$ cat config.mk
export PLATFORM = sky130hd
export DESIGN_NAME = ibex_lsu_split
export DESIGN_NICKNAME = d
export VERILOG_FILES = /design/src/rtl/ibex_lsu_split.sv
export SDC_FILE = /design/constraint.sdc
export NUM_CORES = 1
export LEC_CHECK = 0
export BUFFER_PORTS_ARGS = -buffer_cell sky130_fd_sc_hd__buf_2
export CAP_MARGIN = 20
export CORE_MARGIN = 2
export CORE_UTILIZATION = 35
export CTS_BUF_LIST = sky130_fd_sc_hd__clkbuf_4
export DETAILED_ROUTE_END_ITERATION = 12
export MAX_ROUTING_LAYER = met4
export PLACE_DENSITY_LB_ADDON = 0.2
export SLEW_MARGIN = 20
export SYNTH_ARGS = -nofsm -noshare
export SYNTH_HDL_FRONTEND = slang
export SYNTH_SLANG_ARGS = --single-unit
$ cat constraint.sdc
create_clock -name clk_i -period 4.7 [get_ports clk_i]
set_clock_uncertainty 0.2 [all_clocks]
set_input_delay 0.705 -clock clk_i [delete_from_list [all_inputs] [get_ports clk_i]]
set_output_delay 0.705 -clock clk_i [all_outputs]
set_load 0.01 [all_outputs]
$ cat src/rtl/ibex_lsu_split.sv
// rtl/ibex_lsu_split.sv - load/store unit that splits misaligned accesses into two word-aligned bus transactions
//
// Purpose:
//   Captures one load/store request from ID/EX, drives an OBI-style 32-bit data bus,
//   splits accesses that cross a word boundary into two aligned transactions, realigns
//   and sign/zero-extends load data, and reports bus errors. One instruction at a time.
//
// Ports:
//   clk_i, rst_ni                  clock, asynchronous active-low reset
//   lsu_req_i                      request from ID (sampled in IDLE only)
//   lsu_we_i, lsu_type_i           store flag; access size (00 word, 01 half, 10 byte, 11 word)
//   lsu_sign_ext_i                 sign-extend load result
//   lsu_wdata_i                    LSB-aligned store data
//   adder_result_ex_i              byte address from EX adder
//   data_req_o/gnt_i/rvalid_i/err_i  bus handshake
//   data_addr_o, data_we_o, data_be_o, data_wdata_o, data_rdata_i  bus payload
//   lsu_resp_valid_o               instruction finished pulse
//   lsu_rdata_valid_o, lsu_rdata_o load data valid pulse, extended load result
//   load_err_o, store_err_o        bus error pulses
//   busy_o                         FSM not idle

module ibex_lsu_split (
  input  logic        clk_i,
  input  logic        rst_ni,
  input  logic        lsu_req_i,
  input  logic        lsu_we_i,
  input  logic [1:0]  lsu_type_i,
  input  logic        lsu_sign_ext_i,
  input  logic [31:0] lsu_wdata_i,
  input  logic [31:0] adder_result_ex_i,
  output logic        data_req_o,
  input  logic        data_gnt_i,
  input  logic        data_rvalid_i,
  input  logic        data_err_i,
  output logic [31:0] data_addr_o,
  output logic        data_we_o,
  output logic [3:0]  data_be_o,
  output logic [31:0] data_wdata_o,
  input  logic [31:0] data_rdata_i,
  output logic        lsu_resp_valid_o,
  output logic        lsu_rdata_valid_o,
  output logic [31:0] lsu_rdata_o,
  output logic        load_err_o,
  output logic        store_err_o,
  output logic        busy_o
);

  typedef enum logic [2:0] {IDLE, REQ1, RV1, REQ2, RV2} state_e;

  state_e      state_q, state_d;
  logic [31:0] addr_q, addr_d;
  logic        we_q, we_d;
  logic [1:0]  type_q, type_d;
  logic        sign_ext_q, sign_ext_d;
  logic [31:0] wdata_q, wdata_d;
  logic [31:0] rdata_q, rdata_d;
  logic [31:0] lsu_rdata_q, lsu_rdata_d;

  logic [1:0]  off;
  logic [4:0]  sh;
  logic [3:0]  base_mask;
  logic [7:0]  be_full;
  logic        split;
  logic [63:0] wdata_dup;
  logic [31:0] wdata_rot;
  logic [63:0] rdata_pair;
  logic [31:0] w;
  logic [31:0] ext;
  logic        resp;
  logic        resp_err;

  assign off = addr_q[1:0];
  assign sh  = {off, 3'b000};

  always_comb begin
    case (type_q)
      2'b01:   base_mask = 4'b0011;
      2'b10:   base_mask = 4'b0001;
      default: base_mask = 4'b1111;
    endcase
  end

  // Upper nibble of be_full is the part that spills into the next word.
  assign be_full = {4'b0000, base_mask} << off;
  assign split   = |be_full[7:4];

  // Rotate left by 8*off: upper half of the duplicated word shifted left.
  assign wdata_dup = {wdata_q, wdata_q} << sh;
  assign wdata_rot = wdata_dup[63:32];

  // RV2 is only reachable for split accesses, so it always combines both beats.
  assign rdata_pair = {data_rdata_i, rdata_q} >> sh;
  assign w = (state_q == RV2) ? rdata_pair[31:0] : (data_rdata_i >> sh);

  always_comb begin
    case (type_q)
      2'b10:   ext = {{24{sign_ext_q & w[7]}}, w[7:0]};
      2'b01:   ext = {{16{sign_ext_q & w[15]}}, w[15:0]};
      default: ext = w;
    endcase
  end

  always_comb begin
    state_d      = state_q;
    addr_d       = addr_q;
    we_d         = we_q;
    type_d       = type_q;
    sign_ext_d   = sign_ext_q;
    wdata_d      = wdata_q;
    rdata_d      = rdata_q;
    data_req_o   = 1'b0;
    data_addr_o  = 32'h0;
    data_we_o    = 1'b0;
    data_be_o    = 4'b0000;
    data_wdata_o = 32'h0;
    resp         = 1'b0;
    resp_err     = 1'b0;

    case (state_q)
      IDLE: begin
        if (lsu_req_i) begin
          addr_d     = adder_result_ex_i;
          we_d       = lsu_we_i;
          type_d     = lsu_type_i;
          sign_ext_d = lsu_sign_ext_i;
          wdata_d    = lsu_wdata_i;
          state_d    = REQ1;
        end
      end
      REQ1: begin
        data_req_o   = 1'b1;
        data_addr_o  = {addr_q[31:2], 2'b00};
        data_be_o    = be_full[3:0];
        data_we_o    = we_q;
        data_wdata_o = wdata_rot;
        if (data_gnt_i) state_d = RV1;
      end
      RV1: begin
        if (data_rvalid_i) begin
          if (data_err_i) begin
            resp     = 1'b1;
            resp_err = 1'b1;
            state_d  = IDLE;
          end else if (split) begin
            rdata_d = data_rdata_i;
            state_d = REQ2;
          end else begin
            resp    = 1'b1;
            state_d = IDLE;
          end
        end
      end
      REQ2: begin
        data_req_o   = 1'b1;
        data_addr_o  = {addr_q[31:2] + 30'd1, 2'b00};
        data_be_o    = be_full[7:4];
        data_we_o    = we_q;
        data_wdata_o = wdata_rot;
        if (data_gnt_i) state_d = RV2;
      end
      RV2: begin
        if (data_rvalid_i) begin
          resp     = 1'b1;
          resp_err = data_err_i;
          state_d  = IDLE;
        end
      end
      default: state_d = IDLE;
    endcase
  end

  always_comb begin
    lsu_resp_valid_o  = resp;
    lsu_rdata_valid_o = resp & ~we_q & ~resp_err;
    load_err_o        = resp & ~we_q & resp_err;
    store_err_o       = resp & we_q & resp_err;
    lsu_rdata_d       = lsu_rdata_valid_o ? ext : lsu_rdata_q;
    lsu_rdata_o       = lsu_rdata_d;
  end

  assign busy_o = (state_q != IDLE);

  always_ff @(posedge clk_i or negedge rst_ni) begin
    if (!rst_ni) begin
      state_q     <= IDLE;
      addr_q      <= 32'h0;
      we_q        <= 1'b0;
      type_q      <= 2'b00;
      sign_ext_q  <= 1'b0;
      wdata_q     <= 32'h0;
      rdata_q     <= 32'h0;
      lsu_rdata_q <= 32'h0;
    end else begin
      state_q     <= state_d;
      addr_q      <= addr_d;
      we_q        <= we_d;
      type_q      <= type_d;
      sign_ext_q  <= sign_ext_d;
      wdata_q     <= wdata_d;
      rdata_q     <= rdata_d;
      lsu_rdata_q <= lsu_rdata_d;
    end
  end

endmodule

### Word level (Yosys, flattened, before mapping)

Cells that the tools add are included.

* register bits after elaboration: 135
* bits in latches: 0
* bits in writable memories: 0
* bits in read-only memories: 0
* input port bits: 106
* output and inout bits: 107
* word-level logic and storage cells: 67
* memories kept: 0

* add/sub/neg operators: 1
* $mul: 0
* div/mod/pow operators: 0
* order comparisons: 0
* equal/unequal tests: 11
* shifts and indexed selects: 4
* muxes and demuxes: 26
* bitwise gates (word level): 10
* reduce and logical (&&, ||, !) cells: 7

Operators by type and width (number)
* $pmux W32 S2: 2
* $mux W32: 3
* $shl A64 B5 Y64: 1
* $shr A64 B5 Y32: 1
* $shr A32 B5 Y32: 1
* $add A30 B1 Y30 const B: 1
* $pmux W4 S2: 2
* $mux W3: 5
* $pmux W3 S5: 1
* $ne A2 B2 Y1 const B: 5
* $mux W1: 9
* $shl A4 B2 Y8: 1
* $and A1 B1 Y1: 7
* $eq A3 B2 Y1 const B: 2
* $reduce_and A5 Y1: 1
* $mux W2: 2
* $pmux W1 S2: 2
* $reduce_and A4 Y1: 1
* $reduce_or A4 Y1: 1
* $eq A3 B1 Y1 const B: 1
* $eq A3 B3 Y1 const B: 1
* $logic_not A3 Y1: 1
* $not A1 Y1: 3
* $reduce_bool A3 Y1: 1
* 4 further kinds: 4

### Longest topological paths before layout

Gate-level depths: netlist of the first run.

* word-level depth: 11
* gate-level depth with buffers: 10
* gate-level depth less buffers: 8

### Worst setup path before layout of the first run

OpenSTA, ideal clock, no wires.

* path type: register to output
* start: register state_q[1]
* end: output lsu_rdata_o[20]
* arrival time: 2.278 ns
* slack: 1.517 ns
* cell stages (with the launch flop): 8
* path through: dfrtp_1 nor3b_1 buf_6 mux4_2 a32o_1 nor4_4 buf_6 a21oi_1

* word-level cells in the longest chain between the ends: 5

RTL lines
* start: declaration: RTL line 50 `state_e state_q, state_d;`
* start signal: assignment: RTL line 194 `state_q <= state_d;`
* $eq A3 B3 Y1 / $eq A3 B2 Y1 (equally long branches): RTL line 93, 119
* $mux W32 / $pmux W1 S2 (equally long branches): RTL line 93, 119
* $and A1 B1 Y1 (tied with other cells): RTL line 98 `2'b01: ext = {{16{sign_ext_q & w[15]}}, w[15:0]};`
* $pmux W32 S2 / $and A1 B1 Y1 (equally long branches): RTL line 96, 174
* $mux W32 *: RTL line 177 `lsu_rdata_d = lsu_rdata_valid_o ? ext : lsu_rdata_q;`
* end: declaration: RTL line 42 `output logic [31:0] lsu_rdata_o,`

Mark *: on every way between the ends. The rest lies on a longest branch, timed or not.

### Final worst setup path of the first run

* start: register state_q[2]
* end: output lsu_rdata_o[24]

Same word-level chain as after synthesis.

==> impl_metrics.json, run 1 <==
{
  "area_growth_syn_to_layout_pct": 19.5,
  "worstSkewPairLatency_ns": 0.54,
  "post-route-min-period_ns": 4.30,
  "p_sw_share_pct": 41.8,
  "gp_congestion": 0.799,
  "finalSetupViolCount": 0,
  "final_hold_viol_count": 0,
  "synth_area_mm2": 0.00824,
  "ios": 213,
  "grt_max_degree": 95,
  "hold_class": "in2async",
  "worst_ep_required_time_ns": 3.80,
  "slew_headroom_pct": 36.4,
  "arrival_ns": 3.40,
  "fin_total_pwr_mw": 6.74,
  "final.fill_count": 2335,
  "drt_iter0_markers": 304,
  "post-route-cell-area_mm2": 0.00984,
  "rsz0062_at_grt": "false",
  "clkTransAtPathRegs_ns": 0.13,
  "maxSlewViolCount": 0,
  "vias": 6414,
  "placed_cell_area_mm2": 0.00959,
  "multi_input_comb_area_mm2": 0.00458,
  "die-area_mm2": 0.0248,
  "port_buffers": 210,
  "dr.pass1.iters": 4,
  "root_buffer": "clkbuf_4",
  "std_cell_rows": 56,
  "synth_xor_area_share_pct": 2.66,
  "yosysSeqAreaShare_pct": 41.0,
  "clk_path_buf_depth": 2,
  "synthSimpleGateAreaFrac_pct": 12.7,
  "use_met1_pct": 23.8,
  "synth_top_family_by_area": "multiplexers",
  "tritoncts": "built",
  "synth-seq-cells": 135,
  "hold_buffers": 0,
  "grt-busiest-layer": "met2",
  "hold_ws_ns": 0.0589,
  "clkPwrFrac_pct": 10.6,
  "avgSynthCellArea_um2": 11.1,
  "timing.setup.tns_ns": 0,
  "num-nets-final": 1039,
  "worst_setup_path_end_kind": "primary output",
  "p_seq_share_pct": 33.7,
  "grt.total_usage_pct": 18.6,
  "pre_cts_ws_ns": 0.970,
  "antenna_found_initial": 2,
  "setup_ws_ns": 0.395,
  "regArea_mm2": 0.00338,
  "p_int_mw": 3.92,
  "crit_type": "reg2out",
  "wl_mm": 22.3,
  "met3_usage_pct": 3.83,
  "irDropWorstVdd_mv": 0.260,
  "ys.flop_type": "dfrtp_1",
  "synthMuxAreaShare_pct": 31.9,
  "grtUsageMet2_pct": 30.0,
  "core_mm2": 0.0233,
  "path_max_fanout": 12,
  "fmax_ghz": 0.232,
  "crit_path_start_kind": "register",
  "viasPerCell": 5.07,
  "wl_per_cell_um": 17.6,
  "yosys.area_share.adder_pct": 0.456,
  "drt.antenna.violating_nets": 0,
  "ys_warn_count": 0,
  "synth-compound-area-share_pct": 7.52,
  "post_route_cells_drive_above_1_share_pct": 43.3,
  "h-tree-depth": 4,
  "r2r_setup_slack_ns": 1.68,
  "status": "completed",
  "cts.sinks": 135,
  "fin_crit_sh_pct": 91.6,
  "die-width_um": 157,
  "powerDensity_mw_per_mm2": 685,
  "ys_types": 46,
  "numCtsBuffers": 17,
  "dp_hpwl_mm": 15.9,
  "cts_resized": 0,
  "comb_power_share_pct": 55.6,
  "async_flop_share_pct": 100,
  "grt-ovfl-total": 0,
  "drv_cap": 0,
  "final_cell_mix": "209 x buf_2, 133 x dfrtp_1, 97 x mux2_2",
  "drc": 0,
  "grt_pass1_vias": 6200,
  "postSynthCellCount": 740,
  "leakage_nw": 4.32,
  "grt_first_pass_wirelength_mm": 34.5,
  "initial_core_util_pct": 35.4,
  "p_sw_mw": 2.82,
  "worstMarginPinSlew_ns": 0.953,
  "die_h_um": 157,
  "layout_commonest_cell": "buf_2",
  "synth_edf_count": 0,
  "cts_setup_buffers": 0
}
[critical path, stage by stage (launching register included)]
cell	delay [ns]
dfrtp_1	0.53
nor3b_2	0.35
mux4_2	0.57
a32o_1	0.30
nor4_4	0.52
buf_4	0.29
a21oi_1	0.12
buf_2	0.16
[state kept, by name, summed over array words and instances, names as in the netlist]
register and count:
rdata_q 32, type_q 2, lsu_rdata_q 32, addr_q 32
state_q 3, sign_ext_q 1, wdata_q 32, we_q 1
[metrics by stage]
step	std cells	utilization (%)
after global placement	1230	41.2
after CTS	1261	42.3
after detailed placement	1230	41.2
after floorplan	741	-
final	1264	42.3
after global routing	1263	42.3
[area by class of cell]
class                           count  area share [%]
Multi-Input combinational cell    537            46.5
Inverter                           12           0.458
Tap cell                          319            4.06
Antenna cell                        3          0.0763
Timing Repair Buffer              227            12.0
Sequential cell                   135            34.4
Clock inverter                     13            1.11
Clock buffer                       18            1.37
[metal layers]
metal	wire length, um	vias to the layer above
met5	0	-
met4	350	0
met3	1180	21
met2	10700	186
met1	10000	3124
li1	-	3083
[final timing paths]
| kind | from | to | cells after the start |
|---|---|---|---|
| setup reg to reg | state_q[2]$_DFFE_PN0P_ | lsu_rdata_q[24]$_DFF_PN0_ | 6 |
| hold / removal | rst_ni | wdata_q[22]$_DFFE_PN0P_ | 1 |
| min in group clk_i | data_gnt_i | state_q[0]$_DFFE_PN0P_ | 2 |
| setup / recovery | state_q[2]$_DFFE_PN0P_ | lsu_rdata_o[24] | 7 |
| hold reg to reg | rdata_q[3]$_DFFE_PN0P_ | rdata_q[3]$_DFFE_PN0P_ | 1 |
| max in group asynchronous | rst_ni | addr_q[0]$_DFFE_PN0P_ | 2 |
[power by group through the flow]
stage | Combinational [mW] | Sequential [mW] | Clock, mW
floorplan | 2.82 | 2.07 | 0
CTS | 3.82 | 2.27 | 0.753
global placement | 3.77 | 2.28 | 0
global route | 4.13 | 2.38 | 0.801
finish | 3.75 | 2.27 | 0.718
detailed placement | 3.81 | 2.30 | 0
[cells by family (layout without fill, tap and decap cells)]
logic type,Yosys count,count (layout)
AND/OR/NAND/NOR,209,209
other,1,5
buffers and inverters,69,270
multiplexers,192,192
flip-flops,135,135
XOR/XNOR,25,25
AO/OA/AOI/OAI,106,106
adder cells (fa/ha/maj),3,3
[cells in the mapped netlist (3+ instances only)]
library cell  instances  area [um2]
clkbuf_1             29         109
nand4_1              14        87.6
dfrtp_1             135        3380
nand3_1              18        90.1
nor3_1               10        50.1
o22a_1                8        70.1
and2_1               33         206
a21oi_1              51         255
mux4_2               47        1060
o21ai_0              22         110
nor2b_1               5        31.3
and3_1                4        25.0
buf_2                17        85.1
o21a_1                7        52.6
inv_1                12        45.0
nor2_1               71         267
buf_1                 7        26.3
o22ai_1               7        43.8
or3_1                 4        25.0
nand2_1              33         124
mux2_2               97        1090
xnor2_1               5        43.8
mux2i_1              48         480
ha_1                  3        37.5
nand2b_1              6        37.5
xor2_1               20         175
(Power assumes the default switching activity.)
==> run 2, diff against run 1 <==
--- a/config.mk
+++ b/config.mk
@@ -11,6 +11,7 @@
 export CORE_UTILIZATION = 35
 export CTS_BUF_LIST = sky130_fd_sc_hd__clkbuf_4
 export DETAILED_ROUTE_END_ITERATION = 12
+export GPL_TIMING_DRIVEN = 0
 export MAX_ROUTING_LAYER = met4
 export PLACE_DENSITY_LB_ADDON = 0.2
 export SLEW_MARGIN = 20
==> run 2 against run 1 <==
Against the previous run:
- power rose by 4.1%
- utilization rose by 0.85 points
- largest power group unchanged
- highest routed layer unchanged
- global-route usage rose by 2.7 points
==> impl_metrics.json, run 2 (synthesis results as in run 1) <==
{
  "use_met1_pct": 28.1,
  "startpoint": "state_q[1]$_DFFE_PN0P_",
  "post_route_cells_drive_above_1_share_pct": 41.8,
  "ios": 213,
  "numCtsBuffers": 17,
  "fmax_ghz": 0.227,
  "grt.total_usage_pct": 21.3,
  "r2r_setup_slack_ns": 1.50,
  "maxSlewViolCount": 0,
  "final.fill_count": 2336,
  "placed_cell_area_mm2": 0.00973,
  "final_hold_viol_count": 0,
  "grt-busiest-layer": "met2",
  "worstHoldPathCells": 2,
  "dp_hpwl_mm": 18.5,
  "setup_ws_ns": 0.287,
  "crit_end": "lsu_rdata_o[24]",
  "drv_cap": 0,
  "clkTransAtPathRegs_ns": 0.12,
  "vias": 6818,
  "reg2reg_to": "rdata_q[13]$_DFFE_PN0P_",
  "worstMarginPinSlew_ns": 0.968,
  "cts.sinks": 135,
  "core_mm2": 0.0233,
  "worstSkewPairLatency_ns": 0.55,
  "wl_per_cell_um": 19.5,
  "area_growth_syn_to_layout_pct": 21.9,
  "viasPerCell": 5.20,
  "r2r_cells": 8,
  "path_max_fanout": 10,
  "grt-ovfl-total": 0,
  "port_buffers": 210,
  "initial_core_util_pct": 35.4,
  "finalSetupViolCount": 0,
  "powerDensity_mw_per_mm2": 700,
  "die-width_um": 157,
  "h-tree-depth": 4,
  "timing.setup.tns_ns": 0,
  "crit_type": "reg2out",
  "leakage_nw": 4.42,
  "num-nets-final": 1081,
  "fin_total_pwr_mw": 7.02,
  "grt_first_pass_wirelength_mm": 38.4,
  "met3_usage_pct": 4.98,
  "fin_crit_sh_pct": 93.9,
  "die_h_um": 157,
  "slowest_stage": "nor4_4",
  "final_cell_mix": "226 x buf_2, 135 x dfrtp_1, 97 x mux2_2",
  "rsz0062_at_grt": "false",
  "layout_commonest_cell": "buf_2",
  "status": "completed",
  "clk_path_buf_depth": 2,
  "wl_mm": 25.5,
  "drt.antenna.violating_nets": 0,
  "grt_max_degree": 77,
  "hold_class": "in2reg",
  "critPathMaxStageDelay_ns": 0.67,
  "arrival_ns": 3.51,
  "drc": 0,
  "post-route-min-period_ns": 4.41,
  "antenna_found_initial": 7,
  "grtUsageMet2_pct": 33.4,
  "rr_startpoint": "type_q[0]$_DFFE_PN0P_",
  "die-area_mm2": 0.0248,
  "crit_path_frequent_cell": "buf_6",
  "pre_cts_ws_ns": 0.749,
  "tritoncts": "built",
  "irDropWorstVdd_mv": 0.298,
  "slew_headroom_pct": 35.0,
  "grt_pass1_vias": 6601,
  "crit_path_cell_trace": "nor3b_1, buf_6, mux4_2, a32o_1, nor4_4, buf_6, a21oi_1, buf_2",
  "std_cell_rows": 56,
  "post-route-cell-area_mm2": 0.0100,
  "worst_ep_required_time_ns": 3.80,
  "cts_setup_buffers": 0,
  "gp_congestion": 0.869,
  "root_buffer": "clkbuf_4",
  "final_core_util_pct": 43.2,
  "crit_path_start_kind": "register",
  "drt_iter0_markers": 438,
  "dr.pass1.iters": 5,
  "worst_setup_path_end_kind": "primary output"
}
## run 2: layout make-up
class,instances,area (um2),share of cell area (%)
antenna,7,17.5,0.174
buffer,57,260,2.59
clock buffer,19,143,1.42
clock inverter,13,131,1.31
inverter,12,45.0,0.449
multi-input combinational,537,4570,45.5
sequential,135,3380,33.7
tap,319,399,3.98
timing repair buffer,212,1100,10.9
## run 2: where the power goes
| part | switching [mW] | internal, mW | leakage (nW) |
|---|---|---|---|
| logic | 2.09 | 1.97 | 2.63 |
| clock network | 0.458 | 0.323 | 0.145 |
| registers | 0.456 | 1.72 | 1.64 |
| total | 3.01 | 4.02 | 4.42 |
## run 2: stage by stage
step           cells  hold WS [ns]
2_1_floorplan    741         0.209
3_3_place_gp    1270         0.284
3_5_place_dp    1271         0.291
4_1_cts         1304         0.111
5_1_grt         1311         0.102
6_report        1311         0.146
## run 2: critical path, delay by kind of cell, from the launching register on
kind / cells / cell delay, ns
AND/OR/NAND/NOR: 2 / 0.94
flip-flops: 1 / 0.46
buffers and inverters: 3 / 0.57
multiplexers: 1 / 0.55
AO/OA/AOI/OAI: 2 / 0.42
## run 2: repair_timing
| item | in CTS | in global routing |
|---|---|---|
| hold endpoints to repair | 59 | 0 |
| gates resized for setup | 0 | 4 |
| endpoints found under the setup margin | 0 | 9 |
| hold buffers | 1 | 0 |
## run 2: worst min path at each step
stage	end	from
floorplan	addr_q[0]$_DFFE_PN0P_	rst_ni
global placement	rdata_q[1]$_DFFE_PN0P_	rdata_q[1]$_DFFE_PN0P_
detailed placement	rdata_q[1]$_DFFE_PN0P_	rdata_q[1]$_DFFE_PN0P_
CTS	we_q$_DFFE_PN0P_	lsu_we_i
global route	state_q[0]$_DFFE_PN0P_	data_gnt_i
finish	state_q[0]$_DFFE_PN0P_	data_gnt_i
## run 2: per-layer routing
| metal | part of all wire [%] | routed length [um] | up-vias |
|---|---|---|---|
| met3 | 6.6 | 1680 | 23 |
| met1 | 45 | 11500 | 3381 |
| met5 | 0 | 0 | - |
| met4 | 1.5 | 393 | 0 |
| met2 | 47 | 11900 | 234 |
| li1 | - | - | 3180 |
